--- config.mk ---
export PLATFORM = sky130hd
export DESIGN_NAME = mem_access_unit_flat
export DESIGN_NICKNAME = d
export VERILOG_FILES = /design/src/rtl/mem_pkg.sv /design/src/rtl/mem_access_unit_if.sv /design/src/rtl/mem_lane_align.sv /design/src/rtl/mem_access_unit.sv /design/src/flat_wrapper.sv
export SDC_FILE = /design/constraint.sdc
export NUM_CORES = 1
export LEC_CHECK = 0
export ABC_AREA = 1
export BUFFER_PORTS_ARGS = -buffer_cell sky130_fd_sc_hd__buf_2
export CAP_MARGIN = 20
export CORE_UTILIZATION = 51
export CTS_CLUSTER_SIZE = 40
export DETAILED_ROUTE_END_ITERATION = 8
export GPL_ROUTABILITY_DRIVEN = 0
export PLACE_DENSITY = 0.81
export SLEW_MARGIN = 10
export SYNTH_ARGS = -nofsm -noshare
export SYNTH_HDL_FRONTEND = slang
export SYNTH_SLANG_ARGS = --single-unit
--- constraint.sdc ---
create_clock -name Clk -period 3.3 [get_ports Clk]
set_input_delay 0.33 -clock Clk [delete_from_list [all_inputs] [get_ports Clk]]
set_output_delay 0.33 -clock Clk [all_outputs]
set_load 0.05 [all_outputs]
--- src/rtl/mem_pkg.sv ---
// Shared encodings for the memory access unit: access sizes and FSM states.
package mem_pkg;

    typedef enum logic [1:0] {
        SZ_BYTE  = 2'b00,
        SZ_HALF  = 2'b01,
        SZ_WORD  = 2'b10,
        SZ_DWORD = 2'b11
    } mem_size_e;

    typedef enum logic {
        S_IDLE = 1'b0,
        S_REQ  = 1'b1
    } state_e;

endpackage

--- src/rtl/mem_access_unit_if.sv ---
// RAM-side request/response bus of the memory access unit.
interface mem_access_unit_if #(
    parameter int DATA_W = 32,
    parameter int ADDR_W = 32
);
    logic                MemReq;
    logic                MemWe;
    logic [ADDR_W-1:0]   MemAddr;
    logic [DATA_W/8-1:0] MemBe;
    logic [DATA_W-1:0]   MemWData;
    logic [DATA_W-1:0]   MemRData;
    logic                MemAck;

    modport master (
        output MemReq, MemWe, MemAddr, MemBe, MemWData,
        input  MemRData, MemAck
    );

    modport slave (
        input  MemReq, MemWe, MemAddr, MemBe, MemWData,
        output MemRData, MemAck
    );
endinterface

--- src/rtl/mem_lane_align.sv ---
// Combinational byte-lane steering: store replication, byte enables,
// load extraction with sign/zero extension, and alignment check.
module mem_lane_align
    import mem_pkg::*;
#(
    parameter int DATA_W = 32,
    parameter int LANE_W = $clog2(DATA_W/8)
) (
    input  logic [LANE_W-1:0]   lane_i,
    input  mem_size_e           size_i,
    input  logic                uns_i,
    input  logic [DATA_W-1:0]   st_val_i,
    input  logic [DATA_W-1:0]   rdata_i,
    output logic [DATA_W-1:0]   wdata_o,
    output logic [DATA_W/8-1:0] be_o,
    output logic [DATA_W-1:0]   ld_val_o,
    output logic                misalign_o
);
    localparam int NB = DATA_W/8;

    logic [DATA_W-1:0] shifted;
    logic              fill;
    int                nbytes;
    int                nbits;

    always_comb begin
        misalign_o = 1'b0;
        case (size_i)
            SZ_HALF:  misalign_o = lane_i[0];
            SZ_WORD:  misalign_o = |lane_i[1:0];
            SZ_DWORD: misalign_o = (DATA_W == 32) || (|lane_i);
            default:  misalign_o = 1'b0;
        endcase
    end

    // Store data is the low bytes of the value repeated across every lane
    always_comb begin
        nbytes  = 1 << int'(size_i);
        wdata_o = '0;
        be_o    = '0;
        for (int i = 0; i < NB; i++) begin
            be_o[i] = (i >= int'(lane_i)) && (i < int'(lane_i) + nbytes);
            case (size_i)
                SZ_BYTE: wdata_o[8*i +: 8] = st_val_i[7:0];
                SZ_HALF: wdata_o[8*i +: 8] = st_val_i[8*(i%2) +: 8];
                SZ_WORD: wdata_o[8*i +: 8] = st_val_i[8*(i%4) +: 8];
                default: wdata_o[8*i +: 8] = st_val_i[8*i +: 8];
            endcase
        end
    end

    always_comb begin
        shifted = rdata_i >> {lane_i, 3'b000};
        nbits   = 8 << int'(size_i);
        case (size_i)
            SZ_BYTE: fill = ~uns_i & shifted[7];
            SZ_HALF: fill = ~uns_i & shifted[15];
            SZ_WORD: fill = ~uns_i & shifted[31];
            default: fill = ~uns_i & shifted[DATA_W-1];
        endcase
        ld_val_o = '0;
        for (int b = 0; b < DATA_W; b++)
            ld_val_o[b] = (b < nbits) ? shifted[b] : fill;
    end

endmodule

--- src/rtl/mem_access_unit.sv ---
// Memory stage: issues one RAM access per load/store, stalls upstream until
// MemAck or timeout, and registers the write-back result.
module mem_access_unit
    import mem_pkg::*;
#(
    parameter int DATA_W  = 32,
    parameter int ADDR_W  = 32,
    parameter int REG_W   = 5,
    parameter int TIMEOUT = 15
) (
    input  logic               Clk,
    input  logic               Reset_n,
    input  logic [ADDR_W-1:0]  ExResult,
    input  logic [DATA_W-1:0]  ExStoreVal,
    input  logic [REG_W-1:0]   ExDstIn,
    input  logic               ExWbIn,
    input  logic               isMemRead,
    input  logic               isMemWrite,
    input  logic [1:0]         MemSize,
    input  logic               MemUnsigned,
    mem_access_unit_if.master  mem,
    output logic               Stall,
    output logic [DATA_W-1:0]  Result_or_MemVal,
    output logic [REG_W-1:0]   MemDstOut,
    output logic               MemWbOut,
    output logic               AlignErr,
    output logic               BusErr
);
    localparam int NB     = DATA_W/8;
    localparam int LANE_W = $clog2(NB);
    localparam int CNT_W  = 8;

    state_e              state_q, state_d;
    logic [CNT_W-1:0]    cnt_q, cnt_d;
    logic                req_q, req_d, we_q, we_d;
    logic [ADDR_W-1:0]   addr_q, addr_d;
    logic [NB-1:0]       be_q, be_d;
    logic [DATA_W-1:0]   wdata_q, wdata_d;
    logic [LANE_W-1:0]   lane_q, lane_d;
    mem_size_e           size_q, size_d;
    logic                uns_q, uns_d, ld_q, ld_d, wb_q, wb_d;
    logic [REG_W-1:0]    dst_q, dst_d;
    logic [DATA_W-1:0]   res_q, res_d;
    logic [REG_W-1:0]    dout_q, dout_d;
    logic                wbout_q, wbout_d, aerr_q, aerr_d, berr_q, berr_d;
    logic                stall_c;

    logic                in_idle, is_mem, timeout, misalign;
    logic [LANE_W-1:0]   al_lane;
    mem_size_e           al_size;
    logic                al_uns;
    logic [NB-1:0]       al_be;
    logic [DATA_W-1:0]   al_wdata, al_ld;

    assign in_idle = (state_q == S_IDLE);
    assign is_mem  = isMemRead | isMemWrite;
    assign timeout = (cnt_q == CNT_W'(TIMEOUT-1));

    // IDLE steers the new request; REQ extracts the load with latched lane info
    assign al_lane = in_idle ? ExResult[LANE_W-1:0] : lane_q;
    assign al_size = in_idle ? mem_size_e'(MemSize) : size_q;
    assign al_uns  = in_idle ? MemUnsigned : uns_q;

    mem_lane_align #(.DATA_W(DATA_W), .LANE_W(LANE_W)) u_align (
        .lane_i     (al_lane),
        .size_i     (al_size),
        .uns_i      (al_uns),
        .st_val_i   (ExStoreVal),
        .rdata_i    (mem.MemRData),
        .wdata_o    (al_wdata),
        .be_o       (al_be),
        .ld_val_o   (al_ld),
        .misalign_o (misalign)
    );

    always_comb begin
        state_d = state_q;  cnt_d   = cnt_q;
        req_d   = req_q;    we_d    = we_q;
        addr_d  = addr_q;   be_d    = be_q;    wdata_d = wdata_q;
        lane_d  = lane_q;   size_d  = size_q;  uns_d   = uns_q;
        ld_d    = ld_q;     dst_d   = dst_q;   wb_d    = wb_q;
        res_d   = res_q;    dout_d  = dout_q;  wbout_d = wbout_q;
        aerr_d  = 1'b0;     berr_d  = 1'b0;    stall_c = 1'b0;
        case (state_q)
            S_IDLE: begin
                if (is_mem && misalign) begin
                    aerr_d  = 1'b1;
                    wbout_d = 1'b0;
                end else if (is_mem) begin
                    stall_c = 1'b1;
                    state_d = S_REQ;
                    cnt_d   = '0;
                    req_d   = 1'b1;
                    we_d    = isMemWrite;
                    addr_d  = {ExResult[ADDR_W-1:LANE_W], {LANE_W{1'b0}}};
                    be_d    = al_be;
                    wdata_d = al_wdata;
                    lane_d  = ExResult[LANE_W-1:0];
                    size_d  = mem_size_e'(MemSize);
                    uns_d   = MemUnsigned;
                    ld_d    = ~isMemWrite;
                    dst_d   = ExDstIn;
                    wb_d    = ExWbIn;
                end else begin
                    res_d   = DATA_W'(ExResult);
                    dout_d  = ExDstIn;
                    wbout_d = ExWbIn;
                end
            end
            S_REQ: begin
                // An ack arriving on the timeout cycle still completes normally
                if (mem.MemAck) begin
                    state_d = S_IDLE;
                    req_d   = 1'b0;
                    we_d    = 1'b0;
                    be_d    = '0;
                    res_d   = ld_q ? al_ld : DATA_W'(ExResult);
                    dout_d  = dst_q;
                    wbout_d = wb_q;
                end else if (timeout) begin
                    state_d = S_IDLE;
                    req_d   = 1'b0;
                    we_d    = 1'b0;
                    be_d    = '0;
                    berr_d  = 1'b1;
                    wbout_d = 1'b0;
                end else begin
                    stall_c = 1'b1;
                    cnt_d   = cnt_q + 1'b1;
                end
            end
            default: state_d = S_IDLE;
        endcase
    end

    always_ff @(posedge Clk or negedge Reset_n) begin
        if (!Reset_n) begin
            state_q <= S_IDLE;  cnt_q  <= '0;
            req_q   <= 1'b0;    we_q   <= 1'b0;
            addr_q  <= '0;      be_q   <= '0;     wdata_q <= '0;
            lane_q  <= '0;      size_q <= SZ_BYTE; uns_q  <= 1'b0;
            ld_q    <= 1'b0;    dst_q  <= '0;     wb_q    <= 1'b0;
            res_q   <= '0;      dout_q <= '0;     wbout_q <= 1'b0;
            aerr_q  <= 1'b0;    berr_q <= 1'b0;
        end else begin
            state_q <= state_d; cnt_q  <= cnt_d;
            req_q   <= req_d;   we_q   <= we_d;
            addr_q  <= addr_d;  be_q   <= be_d;   wdata_q <= wdata_d;
            lane_q  <= lane_d;  size_q <= size_d; uns_q   <= uns_d;
            ld_q    <= ld_d;    dst_q  <= dst_d;  wb_q    <= wb_d;
            res_q   <= res_d;   dout_q <= dout_d; wbout_q <= wbout_d;
            aerr_q  <= aerr_d;  berr_q <= berr_d;
        end
    end

    assign mem.MemReq       = req_q;
    assign mem.MemWe        = we_q;
    assign mem.MemAddr      = addr_q;
    assign mem.MemBe        = be_q;
    assign mem.MemWData     = wdata_q;
    assign Stall            = stall_c & Reset_n;
    assign Result_or_MemVal = res_q;
    assign MemDstOut        = dout_q;
    assign MemWbOut         = wbout_q;
    assign AlignErr         = aerr_q;
    assign BusErr           = berr_q;

endmodule

--- src/flat_wrapper.sv ---
// flat-port wrapper written by rule: the top's interface ports become plain ports
module mem_access_unit_flat import mem_pkg::*;
#(
    parameter int DATA_W  = 32,
    parameter int ADDR_W  = 32,
    parameter int REG_W   = 5,
    parameter int TIMEOUT = 15
)
  (Clk, Reset_n, ExResult, ExStoreVal, ExDstIn, ExWbIn, isMemRead, isMemWrite, MemSize, MemUnsigned, Stall, Result_or_MemVal, MemDstOut, MemWbOut, AlignErr, BusErr, mem_MemReq, mem_MemWe, mem_MemAddr, mem_MemBe, mem_MemWData, mem_MemRData, mem_MemAck);
  mem_access_unit_if #(.DATA_W(DATA_W), .ADDR_W(ADDR_W)) mem_i ();
  input  logic Clk;
  input  logic Reset_n;
  input  logic [ADDR_W-1:0] ExResult;
  input  logic [DATA_W-1:0] ExStoreVal;
  input  logic [REG_W-1:0] ExDstIn;
  input  logic ExWbIn;
  input  logic isMemRead;
  input  logic isMemWrite;
  input  logic [1:0] MemSize;
  input  logic MemUnsigned;
  output logic Stall;
  output logic [DATA_W-1:0] Result_or_MemVal;
  output logic [REG_W-1:0] MemDstOut;
  output logic MemWbOut;
  output logic AlignErr;
  output logic BusErr;
  output wire logic [$bits(mem_i.MemReq)-1:0] mem_MemReq;
  output wire logic [$bits(mem_i.MemWe)-1:0] mem_MemWe;
  output wire logic [$bits(mem_i.MemAddr)-1:0] mem_MemAddr;
  output wire logic [$bits(mem_i.MemBe)-1:0] mem_MemBe;
  output wire logic [$bits(mem_i.MemWData)-1:0] mem_MemWData;
  input wire logic [$bits(mem_i.MemRData)-1:0] mem_MemRData;
  input wire logic [$bits(mem_i.MemAck)-1:0] mem_MemAck;
  assign mem_MemReq = mem_i.MemReq;
  assign mem_MemWe = mem_i.MemWe;
  assign mem_MemAddr = mem_i.MemAddr;
  assign mem_MemBe = mem_i.MemBe;
  assign mem_MemWData = mem_i.MemWData;
  assign mem_i.MemRData = mem_MemRData;
  assign mem_i.MemAck = mem_MemAck;
  mem_access_unit #(.DATA_W(DATA_W), .ADDR_W(ADDR_W), .REG_W(REG_W), .TIMEOUT(TIMEOUT)) u_core (.Clk(Clk), .Reset_n(Reset_n), .ExResult(ExResult), .ExStoreVal(ExStoreVal), .ExDstIn(ExDstIn), .ExWbIn(ExWbIn), .isMemRead(isMemRead), .isMemWrite(isMemWrite), .MemSize(MemSize), .MemUnsigned(MemUnsigned), .mem(mem_i), .Stall(Stall), .Result_or_MemVal(Result_or_MemVal), .MemDstOut(MemDstOut), .MemWbOut(MemWbOut), .AlignErr(AlignErr), .BusErr(BusErr));
endmodule
-- Word level (Yosys, flattened, before mapping)
Index checks and enable logic that the tools add are counted.
- mux-type cells: 81
- add/subtract/negate cells: 2
- magnitude comparators: 39
- shifts and indexed selects: 3
- reductions and logical operators: 12
- equality and inequality tests: 12
- bitwise operators: 9
- operators by type and width (operator ; count):
    less-than comparator 6 x 32 -> 1 bit (first input constant) ; 16
    less-than comparator 5 x 32 -> 1 bit (first input constant) ; 8
    less-than comparator 3 x 32 -> 1 bit (first input constant) ; 4
    less-than comparator 4 x 32 -> 1 bit (first input constant) ; 4
    two-way mux 32 bit ; 4
    less-than comparator 1 x 32 -> 1 bit (first input constant) ; 2
    less-than comparator 2 x 32 -> 1 bit (first input constant) ; 2
    case mux 32 bit (2 select lines) ; 1
    two-way mux 1 bit ; 51
    two-way mux 8 bit ; 6
    adder 3 x 32 -> 32 bit ; 1
    case mux 8 bit (2 select lines) ; 2
    left shift 1 x 2 -> 32 bit (first input constant) ; 1
    left shift 4 x 2 -> 32 bit (first input constant) ; 1
    right shift 32 x 5 -> 32 bit ; 1
    two-way mux 4 bit ; 4
    two-way mux 5 bit ; 3
    inequality test 2 bit (second input constant) ; 6
    case mux 1 bit (2 select lines) ; 5
    case mux 5 bit (2 select lines) ; 1
    AND reduction 3 bit ; 3
    adder 8 x 1 -> 8 bit (second input constant) ; 1
    equality test 8 x 4 -> 1 bit (second input constant) ; 1
    case mux 4 bit (2 select lines) ; 1
    15 further kinds ; 29
- logic and storage cells: 176
- bits in registers: 129
- input port bits: 110

-- Logic depth before layout (Yosys ltp)
- depth in word-level cells: 8
- depth in mapped cells: 17

-- Cells and area by module
Synthesis repeated with hierarchy kept, for this count alone.
- cell total of the unflattened synthesis: 875
- area, all modules: 6909.1 um2
- modules (own cells, without submodules) (module ; area an instance (um2) ; sequential area each (um2) ; instances ; cells an instance):
    mem_access_unit ; 5595.4 ; 3228.1 ; 1 ; 608
    mem_lane_align ; 1313.8 ; 0.0 ; 1 ; 267

-- Worst setup path before layout
OpenSTA, ideal clock, no wires.
- path kind: reg-to-reg
- from: register u_core.state_q
- to: register u_core.be_q[2], in the netlist u_core.mem.MemBe[2]
- setup slack: 0.774 ns
- period minus slack after synthesis: 2.526 ns
- setup time: 0.124 ns
- arrival: 2.402 ns
- stages on the path, launching flop included: 17
- path buffers: 2
- cell sequence: dfrtp_1 > buf_6 > nand2_1 > inv_1 > nor2_2 > nand2_2 > inv_2 > buf_2 > ha_1 > inv_1 > fa_1 > nor2_1 > nand3_1 > o21ai_0 > o21ai_0 > o211ai_1 > nand2_1
- word-level cells in the longest chain between the ends: 8
- elaborated cells between the ends (all ways): 21
- classes of those cells: add/sub (1); order compare (2); eq/ne (6); shift (1); mux (6); bitwise (1); reduce/logical (4)
- ends and longest elaborated chain (element ; RTL line ; text):
    from (decl) ; mem_access_unit.sv:33 ; state_e state_q, state_d;
    from (signal assigned) ; mem_access_unit.sv:146 ; state_q <= state_d; cnt_q <= cnt_d;
    two-way mux 2 bit ; mem_access_unit.sv:61 ; assign al_size = in_idle ? mem_size_e'(MemSize) : size_q;
    left shift 1 x 2 -> 32 bit ; mem_lane_align.sv:38 ; nbytes = 1 << int'(size_i);
    adder 3 x 32 -> 32 bit ; mem_lane_align.sv:42 ; be_o[i] = (i >= int'(lane_i)) && (i < int'(lane_i) + nbytes);
    less-than comparator 3 x 32 -> 1 bit ; mem_lane_align.sv:42 ;
    logical AND 1 bit ; mem_lane_align.sv:42 ;
    two-way mux 4 bit ; mem_access_unit.sv:89 ; end else if (is_mem) begin
    two-way mux 4 bit ; mem_access_unit.sv:86 ; if (is_mem && misalign) begin
    case mux 4 bit (2 select lines) ; mem_access_unit.sv:84 ; case (state_q)
    to (signal assigned) ; mem_access_unit.sv:140 ; addr_q <= '0; be_q <= '0; wdata_q <= '0;
    to (signal assigned) ; mem_access_unit.sv:148 ; addr_q <= addr_d; be_q <= be_d; wdata_q <= wdata_d;
    to (decl) ; mem_access_unit.sv:37 ; logic [NB-1:0] be_q, be_d;
Several ways; a longest one is shown, not always the timed one. The select of a mux whose other input is x is not followed.
A chain may end at the register's enable or synchronous reset.

-- Worst setup path after layout
- from: register u_core.state_q
- to: output port Stall
- word-level cells in the longest chain between the ends: 7
- elaborated cells between the ends (all ways): 12
- classes of those cells: eq/ne (3); mux (5); bitwise (2); reduce/logical (2)
- ends and longest elaborated chain (element ; RTL line ; text):
    two-way mux 2 bit, on equally long branches ; mem_access_unit.sv:61, mem_access_unit.sv:60 ;
    equality test 2 bit, or another cell as far along ; mem_lane_align.sv:28 ; case (size_i)
    case mux 1 bit (3 select lines) ; mem_lane_align.sv:28 ;
    logical AND 1 bit ; mem_access_unit.sv:86 ;
    two-way mux 1 bit ; mem_access_unit.sv:86 ;
    case mux 1 bit (2 select lines) * ; mem_access_unit.sv:84 ;
    AND 1 bit * ; mem_access_unit.sv:161 ; assign Stall = stall_c & Reset_n;
    to (decl) ; flat_wrapper.sv:21 ; output logic Stall;
Every way passes the cells marked *; elsewhere a longest branch is shown, timed or not.

==> qor.csv <==
metric,value,unit
outcome,"complete, no violations",
max_freq,326,MHz
holdWs,0.136,ns
final.setup.worst_slack,0.235,ns
crit_type,reg2out,
core,0.0126,mm^2
p_switching,5770,uW
postRouteAntennaNets,0,
finish.utilization,66.7,%
vias,6546,
ys_seq_area_share,49.0,%
use_met1,38.9,%
crit_family,simple AND/OR/NAND/NOR gates,
ys_ff_latch,129,
rr_startpoint,u_core.state_q$_DFF_PN0_,
path_clk_slew,0.06,ns
seqPwrFrac,24.8,%
power.share.clock,19.7,%
placed_area,0.00772,mm^2
worst_slew_pin_slew,0.747,ns
power_density,1310,mW/mm^2
drc,0,
clock_sinks,129,
nNetsFinal,1175,
first_global_vias,5888,
syn_avg_cell_area,7.67,um^2
netlist_instances,858,
fin_skew,0.00955,ns
grt_overflow,0,
fin_crit,3.07,ns
drv_slew,0,
grt_setup_unrepaired,false,
final-seq-area,0.00323,mm^2
rows,41,
clockRootBuffer,clkbuf_16,
h-tree-depth,4,
fill_cells,1111,
cp.required,2.97,ns
viasPerCell,5.26,
top_usage_layer,met2,
worstHoldStart,ExDstIn[3],
crit_buf_inv,2,
die_w,116,um
dp_slack,0.455,ns
synth_warnings,0,
crit_arrival,2.74,ns
setup_violations,0,
crit_start,u_core.state_q$_DFF_PN0_,
io_buffers,218,
syn_area,0.00658,mm^2
use_met2,44.7,%
cts_buffers,17,
dieArea,0.0134,mm^2
cp_cell_sequence,"o21ai_4, nand3_1, nand2_2, nand2_4, nand2_2, inv_1, nor2_1, buf_2",
pin_count,221,
cts_setup_buffers,0,
comb_power_share,55.5,%
p_sw_share,52.2,%
power.leakage,0.00453,uW
ir_drop,779,uV
routedWlPerCell,15.1,um
antenna_found_initial,1,
start_util,52.2,%
wirelength,18800,um
drt_first_pass_iters,5,
p_int,5280,uW
clock_latency,0.42,ns
drive_above_1_share,27.0,%
multiInputGateArea,0.00283,mm^2
max-cap-violations,0,
critical_path.endpoint_type,output port,
grt_pass1_wl,29300,um
clk_path_buf_depth,2,
syn_to_final_growth,27.9,%
dieHeight,116,um
cts_tree,built,
grt_max_degree,85,
hold_violations,0,
yosysUniqueCellTypes,35,
grt_usage,28.9,%
max_stage_delay,0.59,ns
hp-class,in2reg,
relSlewSlack,50.2,%
timing.critical_path.fanout_max,27,
cpMaxStageDelayCell,o21ai_4,
cp-start-kind,flop,
met3_usage,6.12,%
drt_iter0_markers,722,
fin_area,0.00842,mm^2
diodes,0,
dp_hpwl,13900,um
cp_common_cell,nand2_2,
final.period_utilization,92.9,%
tns,0,ns
[placed cells by master (no fill, tap or decap), drive strengths merged, types with 2 or more instances in the layout]
| cell type | synthesis | layout |
|---|---|---|
| nand2 | 336 | 336 |
| buf | 29 | 231 |
| dfrtp | 129 | 129 |
| a21oi | 66 | 66 |
| inv | 65 | 65 |
| o21ai | 64 | 64 |
| nor2 | 53 | 53 |
| nand3 | 33 | 33 |
| a31oi | 30 | 30 |
| clkbuf | 21 | 22 |
| o211ai | 11 | 11 |
| bufinv | 0 | 6 |
| nand4 | 5 | 5 |
| ha | 4 | 4 |
| clkinv | 1 | 4 |
| nor3 | 2 | 2 |
| xor2 | 2 | 2 |
| conb | 1 | 2 |
[metal layers]
layer / routed length, um / vias up / part of all wire [%]
met5: 10 / - / 0.053
met1: 8130 / 3007 / 43
li1: - / 3162 / -
met4: 591 / 2 / 3.1
met2: 8540 / 325 / 46
met3: 1490 / 50 / 8.0
[worst paths after layout]
kind	to	depth (start not counted)	slack [ns]
worst max-delay path	Stall	8	0.23
worst min-delay path	u_core.dst_q[3]$_DFFE_PN0P_	3	0.14
worst max register to register	u_core.mem.MemBe[2]$_DFFE_PN0P_	15	0.54
worst min register to register	u_core.Result_or_MemVal[10]$_DFFE_PN0P_	2	0.47
max in group asynchronous	u_core.Result_or_MemVal[14]$_DFFE_PN0P_	3	1.93
min in group asynchronous	u_core.mem.MemWData[28]$_DFFE_PN0P_	2	0.40
[flip-flops by register name, indices dropped and copies added (netlist names), 2 cells and up]
name and count:
u_core.size_q 2, u_core.mem.MemAddr 30, u_core.lane_q 2, u_core.MemDstOut 5
u_core.mem.MemWData 32, u_core.mem.MemBe 4, u_core.dst_q 5, u_core.Result_or_MemVal 32
u_core.cnt_q 8
[synth_stat cells]
cell | n | area, um^2
nand3_1 | 27 | 135
o21ai_1 | 10 | 50.1
a31oi_1 | 30 | 188
o21a_1 | 1 | 7.51
nand2_2 | 8 | 50.1
nand4_1 | 5 | 31.3
fa_1 | 1 | 20.0
inv_1 | 61 | 229
nand2_4 | 2 | 22.5
buf_4 | 8 | 60.1
dfrtp_1 | 129 | 3230
ha_1 | 4 | 50.1
buf_1 | 2 | 7.51
nand3_2 | 5 | 50.1
a21o_1 | 1 | 7.51
o21ai_0 | 52 | 260
clkbuf_1 | 21 | 78.8
nor2_4 | 2 | 22.5
inv_2 | 4 | 15.0
a21oi_1 | 66 | 330
nor4_1 | 1 | 6.26
nand3_4 | 1 | 17.5
o21ai_4 | 2 | 32.5
xor2_1 | 2 | 17.5
nor2_1 | 50 | 188
buf_2 | 13 | 65.1
conb_1 | 1 | 3.75
or2_2 | 1 | 6.26
clkinv_1 | 1 | 3.75
o211ai_1 | 11 | 82.6
nor3_1 | 2 | 10.0
o31ai_1 | 1 | 7.51
nand2_1 | 326 | 1220
nor2_2 | 1 | 6.26
buf_6 | 6 | 67.6
[logic make-up after synthesis]
| kind of cell | Yosys count | share of synthesized area, % |
|---|---|---|
| adder cells (fa/ha/maj) | 5 | 1.06 |
| XOR/XNOR | 2 | 0.266 |
| other | 1 | 0.0570 |
| flip-flops | 129 | 49.0 |
| AO/OA/AOI/OAI | 174 | 14.7 |
| buffers and inverters | 116 | 8.00 |
| AND/OR/NAND/NOR | 431 | 26.9 |
[stage by stage]
step / instances / total power, uW
after global placement: 1212 / 8760
after floorplan: 859 / 7520
after CTS: 1245 / 11100
after global routing: 1245 / 11800
final: 1245 / 11100
after detailed placement: 1212 / 8860
[worst min-delay path, stage by stage]
cell     delay (ns)
buf_2          0.09
nand2_1        0.05
nand2_1        0.05
[power by group through the flow]
stage	combinational [uW]	clock (uW)	sequential, uW
5_1_grt	6670	2260	2830
4_1_cts	6130	2190	2740
3_5_place_dp	6110	0	2740
2_1_floorplan	2620	0	4900
3_3_place_gp	6020	0	2740
6_report	6130	2180	2750
[final cells by class]
cell class                 count  share of cell area, %
tap                          172                   2.56
multi-input combinational    614                   33.7
clock inverter                10                   2.41
timing repair buffer         232                   14.3
inverter                      66                   2.94
sequential                   129                   38.4
clock buffer                  22                   5.75
[timing repair]
| action | CTS | global route |
|---|---|---|
| endpoints found under the hold margin | 44 | 0 |
| endpoints found under the setup margin | 0 | 1 |
| gates resized for setup | 0 | 1 |
| hold buffers | 1 | 0 |
No activity file was read; power rests on OpenSTA's default activity.
